File: src/rtl/mem_port_arbiter_if.sv
// Shared bus between the CPU fetch/data ports, the arbiter and the unified RAM.
// slave: arbiter side; master: CPU + RAM side.
interface mem_port_arbiter_if;
  logic        if_req;
  logic [31:0] if_addr;
  logic [31:0] if_rdata;
  logic        if_ready;
  logic        d_cs;
  logic        d_r;
  logic        d_w;
  logic [31:0] d_addr;
  logic [31:0] d_wdata;
  logic [31:0] d_rdata;
  logic        d_ready;
  logic        mem_en;
  logic        mem_we;
  logic [31:0] mem_addr;
  logic [31:0] mem_wdata;
  logic [31:0] mem_rdata;
  logic        stall;

  modport slave (
    input  if_req, if_addr, d_cs, d_r, d_w, d_addr, d_wdata, mem_rdata,
    output if_rdata, if_ready, d_rdata, d_ready, mem_en, mem_we, mem_addr, mem_wdata, stall
  );

  modport master (
    output if_req, if_addr, d_cs, d_r, d_w, d_addr, d_wdata, mem_rdata,
    input  if_rdata, if_ready, d_rdata, d_ready, mem_en, mem_we, mem_addr, mem_wdata, stall
  );
endinterface

File: src/rtl/mem_port_arbiter.sv
// Fetch/data arbiter onto one fixed-latency synchronous RAM; data has priority.
// Optional single-entry fetch buffer enabled by defining MEM_ARB_IBUF_EN.
module mem_port_arbiter #(
  parameter int unsigned LAT = 1
) (
  input logic               clk,
  input logic               rst,
  mem_port_arbiter_if.slave bus
);
  localparam logic [3:0] LAT_C = 4'(LAT);

  typedef enum logic [1:0] {IDLE, IF_BUSY, D_BUSY, DONE} state_t;

  state_t      state, state_nxt;
  logic [3:0]  cnt;
  logic        sel_d;
  logic        is_wr;
  logic [31:0] last_addr, last_wdata;
  logic [31:0] if_rdata_q, d_rdata_q;
  logic        d_req, grant_d, grant_if, cnt_last, hit_ok;

  assign d_req    = bus.d_cs & (bus.d_r | bus.d_w);
  assign cnt_last = (cnt <= 4'd1);

`ifdef MEM_ARB_IBUF_EN
  logic [31:2] ibuf_addr;
  logic [31:0] ibuf_data;
  logic        ibuf_valid;
  logic        ibuf_hit;
  assign hit_ok   = ibuf_valid & (ibuf_addr == bus.if_addr[31:2]);
  assign ibuf_hit = (state == IDLE) & ~d_req & bus.if_req & hit_ok;
`else
  assign hit_ok = 1'b0;
`endif

  always_ff @(posedge clk) begin
    if (rst) state <= IDLE;
    else     state <= state_nxt;
  end

  always_comb begin
    state_nxt = state;
    grant_d   = 1'b0;
    grant_if  = 1'b0;
    case (state)
      IDLE: begin
        if (!rst) begin
          if (d_req) begin
            grant_d   = 1'b1;
            state_nxt = D_BUSY;
          end else if (bus.if_req) begin
            if (hit_ok) begin
              state_nxt = DONE;
            end else begin
              grant_if  = 1'b1;
              state_nxt = IF_BUSY;
            end
          end
        end
      end
      IF_BUSY, D_BUSY: if (cnt_last) state_nxt = DONE;
      DONE:            state_nxt = IDLE;
      default:         state_nxt = IDLE;
    endcase
  end

  // RAM strobes only in the grant cycle; address/wdata hold the last grant otherwise.
  assign bus.mem_en    = grant_d | grant_if;
  assign bus.mem_we    = grant_d & bus.d_w;
  assign bus.mem_addr  = grant_d ? bus.d_addr : (grant_if ? bus.if_addr : last_addr);
  assign bus.mem_wdata = grant_d ? bus.d_wdata : last_wdata;

  assign bus.if_ready = (state == DONE) & ~sel_d;
  assign bus.d_ready  = (state == DONE) &  sel_d;
  assign bus.if_rdata = if_rdata_q;
  assign bus.d_rdata  = d_rdata_q;
  assign bus.stall    = ~rst & ((bus.if_req & ~bus.if_ready) | (d_req & ~bus.d_ready));

  always_ff @(posedge clk) begin
    if (rst) begin
      cnt        <= '0;
      sel_d      <= 1'b0;
      is_wr      <= 1'b0;
      last_addr  <= '0;
      last_wdata <= '0;
      if_rdata_q <= '0;
      d_rdata_q  <= '0;
`ifdef MEM_ARB_IBUF_EN
      ibuf_addr  <= '0;
      ibuf_data  <= '0;
      ibuf_valid <= 1'b0;
`endif
    end else begin
      if (grant_d) begin
        cnt        <= LAT_C;
        sel_d      <= 1'b1;
        is_wr      <= bus.d_w;
        last_addr  <= bus.d_addr;
        last_wdata <= bus.d_wdata;
      end
      if (grant_if) begin
        cnt       <= LAT_C;
        sel_d     <= 1'b0;
        last_addr <= bus.if_addr;
      end
      if (state == IF_BUSY || state == D_BUSY) begin
        cnt <= cnt - 4'd1;
        if (cnt_last) begin
          if (state == IF_BUSY) if_rdata_q <= bus.mem_rdata;
          else if (!is_wr)      d_rdata_q  <= bus.mem_rdata;
        end
      end
`ifdef MEM_ARB_IBUF_EN
      if (ibuf_hit) begin
        sel_d      <= 1'b0;
        if_rdata_q <= ibuf_data;
      end
      if (state == IF_BUSY && cnt_last) begin
        ibuf_valid <= 1'b1;
        ibuf_addr  <= last_addr[31:2];
        ibuf_data  <= bus.mem_rdata;
      end
      // A write to the buffered word makes the entry stale.
      if (grant_d && bus.d_w && bus.d_addr[31:2] == ibuf_addr) ibuf_valid <= 1'b0;
`endif
    end
  end
endmodule

File: src/flat_wrapper.sv
// flat-port wrapper written by rule: the top's interface ports become plain ports
module mem_port_arbiter_flat 
#(
  parameter int unsigned LAT = 1
)
  (clk, rst, bus_if_req, bus_if_addr, bus_d_cs, bus_d_r, bus_d_w, bus_d_addr, bus_d_wdata, bus_mem_rdata, bus_if_rdata, bus_if_ready, bus_d_rdata, bus_d_ready, bus_mem_en, bus_mem_we, bus_mem_addr, bus_mem_wdata, bus_stall);
  mem_port_arbiter_if bus_i ();
  input logic clk;
  input logic rst;
  input wire logic [$bits(bus_i.if_req)-1:0] bus_if_req;
  input wire logic [$bits(bus_i.if_addr)-1:0] bus_if_addr;
  input wire logic [$bits(bus_i.d_cs)-1:0] bus_d_cs;
  input wire logic [$bits(bus_i.d_r)-1:0] bus_d_r;
  input wire logic [$bits(bus_i.d_w)-1:0] bus_d_w;
  input wire logic [$bits(bus_i.d_addr)-1:0] bus_d_addr;
  input wire logic [$bits(bus_i.d_wdata)-1:0] bus_d_wdata;
  input wire logic [$bits(bus_i.mem_rdata)-1:0] bus_mem_rdata;
  output wire logic [$bits(bus_i.if_rdata)-1:0] bus_if_rdata;
  output wire logic [$bits(bus_i.if_ready)-1:0] bus_if_ready;
  output wire logic [$bits(bus_i.d_rdata)-1:0] bus_d_rdata;
  output wire logic [$bits(bus_i.d_ready)-1:0] bus_d_ready;
  output wire logic [$bits(bus_i.mem_en)-1:0] bus_mem_en;
  output wire logic [$bits(bus_i.mem_we)-1:0] bus_mem_we;
  output wire logic [$bits(bus_i.mem_addr)-1:0] bus_mem_addr;
  output wire logic [$bits(bus_i.mem_wdata)-1:0] bus_mem_wdata;
  output wire logic [$bits(bus_i.stall)-1:0] bus_stall;
  assign bus_i.if_req = bus_if_req;
  assign bus_i.if_addr = bus_if_addr;
  assign bus_i.d_cs = bus_d_cs;
  assign bus_i.d_r = bus_d_r;
  assign bus_i.d_w = bus_d_w;
  assign bus_i.d_addr = bus_d_addr;
  assign bus_i.d_wdata = bus_d_wdata;
  assign bus_i.mem_rdata = bus_mem_rdata;
  assign bus_if_rdata = bus_i.if_rdata;
  assign bus_if_ready = bus_i.if_ready;
  assign bus_d_rdata = bus_i.d_rdata;
  assign bus_d_ready = bus_i.d_ready;
  assign bus_mem_en = bus_i.mem_en;
  assign bus_mem_we = bus_i.mem_we;
  assign bus_mem_addr = bus_i.mem_addr;
  assign bus_mem_wdata = bus_i.mem_wdata;
  assign bus_stall = bus_i.stall;
  mem_port_arbiter #(.LAT(LAT)) u_core (.clk(clk), .rst(rst), .bus(bus_i));
endmodule
File: config.mk
export PLATFORM = sky130hd
export DESIGN_NAME = mem_port_arbiter_flat
export DESIGN_NICKNAME = d
export VERILOG_FILES = /design/src/rtl/mem_port_arbiter_if.sv /design/src/rtl/mem_port_arbiter.sv /design/src/flat_wrapper.sv
export SDC_FILE = /design/constraint.sdc
export NUM_CORES = 1
export LEC_CHECK = 0
export ABC_CLOCK_PERIOD_IN_PS = 2300
export CORE_ASPECT_RATIO = 0.7
export CORE_MARGIN = 3
export CORE_UTILIZATION = 41
export CTS_CLUSTER_SIZE = 28
export DETAILED_ROUTE_END_ITERATION = 10
export PLACE_DENSITY = 0.8
export SLEW_MARGIN = 40
export SYNTH_ARGS = -nofsm -noshare
export SYNTH_HDL_FRONTEND = slang
export SYNTH_SLANG_ARGS = --single-unit
File: constraint.sdc
create_clock -name clk -period 2.3 [get_ports clk]
set_input_delay 0.345 -clock clk [delete_from_list [all_inputs] [get_ports clk]]
set_output_delay 0.345 -clock clk [all_outputs]
set_load 0.005 [all_outputs]
==> results.sh, run 1 <==
export IMPL_insertion_delay_ns=0.41
export IMPL_num_rows=35
export IMPL_multi_input_area_um2=3220
export IMPL_synthFlopType="dfxtp_1"
export IMPL_fin_crit_sh_pct=104
export IMPL_routed_wl_um=22800
export IMPL_place_congestion=0.823
export IMPL_powerDensity_nw_per_um2=1020
export IMPL_syn_area_per_cell_um2=8.24
export IMPL_drc=0
export IMPL_io_buffers=266
export IMPL_dieArea_um2=15500
export IMPL_maxCapViolCount=0
export IMPL_ir_drop_v=0.000570
export IMPL_die_y_um=105
export IMPL_final_area_um2=10600
export IMPL_max_slew_margin_pct=47.9
export IMPL_cts_tree="yes"
export IMPL_synthCells=697
export IMPL_htreeDepth=4
export IMPL_period_minus_slack_ns=2.40
export IMPL_utilization_pct=78.8
export IMPL_finalSetupViolCount=33
export IMPL_clock_skew_ns=0.0116
export IMPL_instances_no_fill=1241
export IMPL_synthTopCellsByCount="226 x nand2_1, 136 x dfxtp_1, 101 x a21oi_1"
export IMPL_min_path_type="reg -> reg"
export IMPL_synth_area_um2=5740
export IMPL_root_buffer="clkbuf_16"
export IMPL_fillCellCount=846
export IMPL_hold_viol=0
export IMPL_ys_ff_latch=136
export IMPL_grt_max_degree=75
export IMPL_synth_edf_count=0
export IMPL_leakagePower_uw=0.00438
export IMPL_overflow=0
export IMPL_tightest_slew_ns=0.782
export IMPL_dpl_cell_count=1130
export IMPL_ys_types=35
export IMPL_seq_area_um2=2730
export IMPL_synth_top_cell_by_area="dfxtp_1"
export IMPL_clk_pin_slew_ns=0.06
export IMPL_nNetsFinal=1184
export IMPL_status="finished with violations"
export IMPL_design_core_area_um2=13400
export IMPL_rsz0062_at_grt="true"
export IMPL_startpoint_type="flip-flop"
export IMPL_pin_count=267
export IMPL_drt_pre_antenna_iters=5
export IMPL_dpl_hpwl_um=13200
export IMPL_dr_first_iter_drc_count=356
export IMPL_grt_pass1_vias=6281
export IMPL_antennaDiodeCount=0
export IMPL_yosysWarningCount=0
export IMPL_routedWlPerCell_um=18.4
export IMPL_grt_pass1_wl_um=33800
export IMPL_synthTopCellsByArea="dfxtp_1 47%, nand2_1 15%, a21oi_1 8.8%"
export IMPL_cp_arrival_ns=2.05
export IMPL_antenna_found_initial=0
export IMPL_synth_fp_nets=837
export IMPL_synth_top_area_share_pct=47.4
export IMPL_yosysSeqAreaShare_pct=47.4
export IMPL_avgViaCountPerCell=5.13
export IMPL_cts_sinks=136
export IMPL_groute_usage_overall_pct=27.4
export IMPL_area_growth_pct=84.5
export IMPL_max_freq_mhz=417
export IMPL_worst_slack_ns=-0.0963
export IMPL_drive_gt1_share_pct=28.9
export IMPL_start_util_pct=42.7
export IMPL_postRouteAntennaNets=0
export IMPL_vias=6371
export IMPL_critPathKind="reg -> out"
export IMPL_cp_max_fo=4
export IMPL_yosysMostFrequentCell="nand2_1"
export IMPL_numCtsBuffers=17
export IMPL_end_kind="output port"
export IMPL_async_flop_share_pct=0
export IMPL_power_total_uw=10800
export IMPL_worstPathRequired_ns=1.96
export IMPL_failed_checks="setup timing"
export IMPL_slew_violations=0
export IMPL_placed_area_um2=8750
export IMPL_clock_path_buffers=2
export IMPL_dieWidth_um=147
[layer usage]
layer	part of all wire [%]	wire length, um	track usage (%)	up-vias
met5	0	0	0	-
met4	2.7	612	7.05	0
met3	9.6	2190	9.28	44
met2	51	11500	48.4	296
met1	37	8440	32.0	3003
li1	-	-	-	3028
[through the flow]
stage	setup slack [ns]	setup TNS (ns)	hold slack, ns
floorplan	0.480	0	0.444
global placement	-0.370	-16.16	0.441
detailed placement	-0.417	-19.27	0.446
CTS	-0.221	-5.52	0.454
global route	-0.191	-4.85	0.470
finish	-0.0963	-1.37	0.454
[worst max-delay path: stages, from the launching register on]
cell,delay [ns]
dfxtp_2,0.32
inv_2,0.07
ha_4,0.16
nand2b_4,0.12
nor2_8,0.17
buf_12,0.13
buf_6,0.10
buf_6,0.12
mux2_4,0.33
buf_6,0.13
[path summary, 6_finish.rpt]
check        cells past startpoint                      to  slack, ns              startpoint
max reg2reg                     16     u_core.last_addr[0]       0.02         u_core.state[0]
min                              2  u_core.bus.d_rdata[24]       0.45  u_core.bus.d_rdata[24]
max                              9       bus_mem_wdata[25]       -0.1         u_core.state[0]
min reg2reg                      2  u_core.bus.d_rdata[24]       0.45  u_core.bus.d_rdata[24]
[registers in the layout, summed over array words and instances (netlist names)]
| register | count |
|---|---|
| u_core.state | 2 |
| u_core.cnt | 4 |
| u_core.bus.d_rdata | 32 |
| u_core.last_wdata | 32 |
| u_core.is_wr | 1 |
| u_core.last_addr | 32 |
| u_core.bus.if_rdata | 32 |
| u_core.sel_d | 1 |
[power breakdown]
group | leakage [uW] | switching (uW) | total (uW) | internal [uW]
combinational | 0.00297 | 2210 | 4810 | 2600
sequential | 0.00111 | 244 | 3110 | 2860
clock | 0.000301 | 1060 | 2840 | 1780
[cell usage in the layout, fill, tap and decap left out, types with 3 or more instances in the layout]
cell and n:
a31oi_2 17, nand2b_1 5, inv_1 4, clkdlybuf4s50_1 194
a21oi_1 100, dfxtp_1 134, buf_6 52, ha_1 5
inv_6 4, bufinv_16 3, nor3_2 13, buf_2 21
clkdlybuf4s15_1 4, inv_2 3, a31oi_1 13, clkinv_4 3
dlygate4sd2_1 6, clkbuf_2 7, buf_8 6, buf_12 14
nor2b_1 33, buf_4 75, nor2_1 5, mux2_4 32
nand2_1 226, nor3_4 19, clkbuf_16 17
[kinds of logic after synthesis]
family          Yosys count  synth area share [%]
compound gates          145                  13.9
fa+ha+maj                 6                  1.31
buf+inv                  62                  4.92
flops                   136                  47.4
mux                      34                  8.52
simple gates            314                  23.9
[cell type report]
cell class,count,share of cell area (%)
timing repair buffer,383,35.7
multi-input combinational,499,30.4
sequential,136,25.7
clock buffer,19,4.28
tap,185,2.18
clock inverter,12,1.55
inverter,7,0.248
[repair_timing]
item	in CTS	in global routing
resized for setup	328	93
pin swaps	14	30
setup endpoints to repair	67	68
cloned	6	0
setup buffers	64	22
hold buffers	0	0
No activity file was read; power rests on OpenSTA's default activity.
==> run 2: changes to the inputs <==
ABC_CLOCK_PERIOD_IN_PS = 2500   (was 2300)
PLACE_DENSITY = default   (was 0.8)
PLACE_DENSITY_LB_ADDON = 0.2   (was default)
clock period = 2.5 ns   (was 2.3 ns; I/O delays follow)
==> run 2 against run 1 <==
  * The flow now finishes without violations
  * Largest cell class unchanged
  * Combinational power decreased by 22%
  * Hold slack about the same
  * Setup slack improved by 0.12 ns
  * Clock skew decreased by 0.0042 ns
  * Clock power decreased by 14%
  * Critical path depth unchanged
  * Die area unchanged
  * Via count decreased by 7.3%
  * Sequential power decreased by 8.4%
  * Power decreased by 16%
  * Sequential share of layout area increased by 2.0 points
==> results.sh, run 2 (synthesized netlist as in run 1, its figures left out) <==
export IMPL_status="complete, no violations"
export IMPL_critPathKind="reg -> out"
export IMPL_worst_slack_ns=0.0278
export IMPL_dpl_hpwl_um=12700
export IMPL_combinationalPowerShare_pct=41.3
export IMPL_leakagePower_uw=0.00410
export IMPL_end_kind="output port"
export IMPL_holdCritStartpoint="u_core.bus.if_rdata[14]"
export IMPL_powerDensity_nw_per_um2=917
export IMPL_startpoint_type="flip-flop"
export IMPL_clock_path_buffers=2
export IMPL_dieWidth_um=147
export IMPL_nNetsFinal=1139
export IMPL_area_growth_pct=71.3
export IMPL_cp_arrival_ns=2.10
export IMPL_finalSetupViolCount=0
export IMPL_routedWlPerCell_um=15.8
export IMPL_drc=0
export IMPL_htreeDepth=4
export IMPL_cts_hold_buf=0
export IMPL_pwr_share_clk_pct=27.1
export IMPL_num_rows=35
export IMPL_numCtsBuffers=17
export IMPL_swShare_pct=32.7
export IMPL_tightest_slew_ns=0.753
export IMPL_cts_tree="yes"
export IMPL_clock_skew_ns=0.00742
export IMPL_fillCellCount=1072
export IMPL_vias=5903
export IMPL_cp_max_fo=14
export IMPL_design_core_area_um2=13400
export IMPL_hold_viol=0
export IMPL_worstPathRequired_ns=2.12
export IMPL_insertion_delay_ns=0.40
export IMPL_max_freq_mhz=405
export IMPL_antennaDiodeCount=0
export IMPL_max_slew_margin_pct=49.8
export IMPL_groute_usage_overall_pct=23.2
export IMPL_slew_violations=0
export IMPL_min_path_type="reg -> reg"
export IMPL_period_minus_slack_ns=2.47
export IMPL_final_cell_mix="218 x nand2_1, 196 x clkdlybuf4s50_1, 134 x dfxtp_1, 101 x a21oi_1, 52 x buf_4"
export IMPL_antenna_found_initial=0
export IMPL_overflow=0
export IMPL_die_y_um=105
export IMPL_placed_area_um2=8770
export IMPL_worstReg2RegEnd="u_core.cnt[1]"
export IMPL_grt_pass1_vias=5725
export IMPL_grt_max_degree=72
export IMPL_post_place_ws_ns=-0.151
export IMPL_cts_sinks=136
export IMPL_fin_tns_setup_ns=0
export IMPL_worst_r2r_setup_slack_ns=0.73
export IMPL_crit_end="bus_mem_addr[3]"
export IMPL_pin_count=267
export IMPL_final_area_um2=9840
export IMPL_clk_pin_slew_ns=0.06
export IMPL_seq_area_um2=2730
export IMPL_r2r_start="u_core.state[0]"
export IMPL_fin_crit_sh_pct=98.9
export IMPL_start_util_pct=42.7
export IMPL_dr_first_iter_drc_count=276
export IMPL_root_buffer="clkbuf_16"
export IMPL_routed_wl_um=18900
export IMPL_io_buffers=266
export IMPL_place_congestion=0.796
export IMPL_r2r_cells=10
export IMPL_intPower_uw=6070
export IMPL_postRouteAntennaNets=0
export IMPL_dieArea_um2=15500
export IMPL_mostFrequentLayoutCell="nand2_1"
export IMPL_power_switching_uw=2950
export IMPL_crit_start="u_core.state[0]"
export IMPL_multi_input_area_um2=2980
export IMPL_drive_gt1_share_pct=19.5
export IMPL_rsz0062_at_grt="true"
export IMPL_ir_drop_v=0.000673
export IMPL_drt_pre_antenna_iters=4
export IMPL_maxCapViolCount=0
export IMPL_avgViaCountPerCell=4.93
export IMPL_utilization_pct=73.2
export IMPL_pwr_share_seq_pct=31.5
export IMPL_grt_pass1_wl_um=29400
-- run 2: critical path, stage by stage (launching register included) --
cell	delay [ns]
dfxtp_2	0.35
inv_2	0.06
ha_4	0.16
buf_4	0.14
nor2b_4	0.14
buf_4	0.14
buf_8	0.16
a31oi_2	0.19
nand2_1	0.08
dlygate4sd2_1	0.27
-- run 2: what timing repair did --
item / CTS / global route
cloned: 5 / 0
pin swaps: 2 / 0
buffers inserted: 13 / 10
resized for setup: 104 / 91
endpoints found under the setup margin: 67 / 42
-- run 2: area by class of cell --
| cell class | instances | share of cell area, % |
|---|---|---|
| timing repair buffer | 338 | 33.4 |
| sequential | 136 | 27.7 |
| clock buffer | 19 | 4.61 |
| inverter | 7 | 0.267 |
| tap | 185 | 2.35 |
| multi-input combinational | 499 | 30.3 |
| clock inverter | 13 | 1.35 |
-- run 2: through the flow --
step,power [uW],hold WS [ns],std cells
after floorplan,4500,0.444,697
after global placement,6250,0.441,1138
after detailed placement,6310,0.447,1138
after CTS,8920,0.455,1188
after global routing,9570,0.478,1197
final,9020,0.453,1197
-- run 2: per-layer routing --
metal,wire [um],global-route usage [%]
met2,9040,38.7
met4,246,4.65
met1,8100,29.5
met3,1460,7.63
met5,0,0
-- run 2: power by group through the flow --
stage                     combinational [uW]  sequential [uW]  clock [uW]
after floorplan                         1610             2890           0
after global placement                  3390             2860           0
after detailed placement                3430             2880           0
after CTS                               3580             2840        2490
after global routing                    4060             2900        2600
final                                   3730             2850        2450
-- run 2: worst min-delay path by stage --
stage                                         end  depth (start not counted)
after CTS                 u_core.bus.if_rdata[11]                          2
after floorplan               u_core.last_addr[0]                          2
final                     u_core.bus.if_rdata[14]                          2
after detailed placement   u_core.bus.d_rdata[29]                          2
after global routing      u_core.bus.if_rdata[28]                          2
after global placement     u_core.bus.if_rdata[2]                          2
==> run 3: changes to the inputs <==
CAP_MARGIN = 0   (was default)
GPL_ROUTABILITY_DRIVEN = 0   (was default)
==> results of run 3 <==
The final DEF is identical to that of run 2; final timing and power are the same.
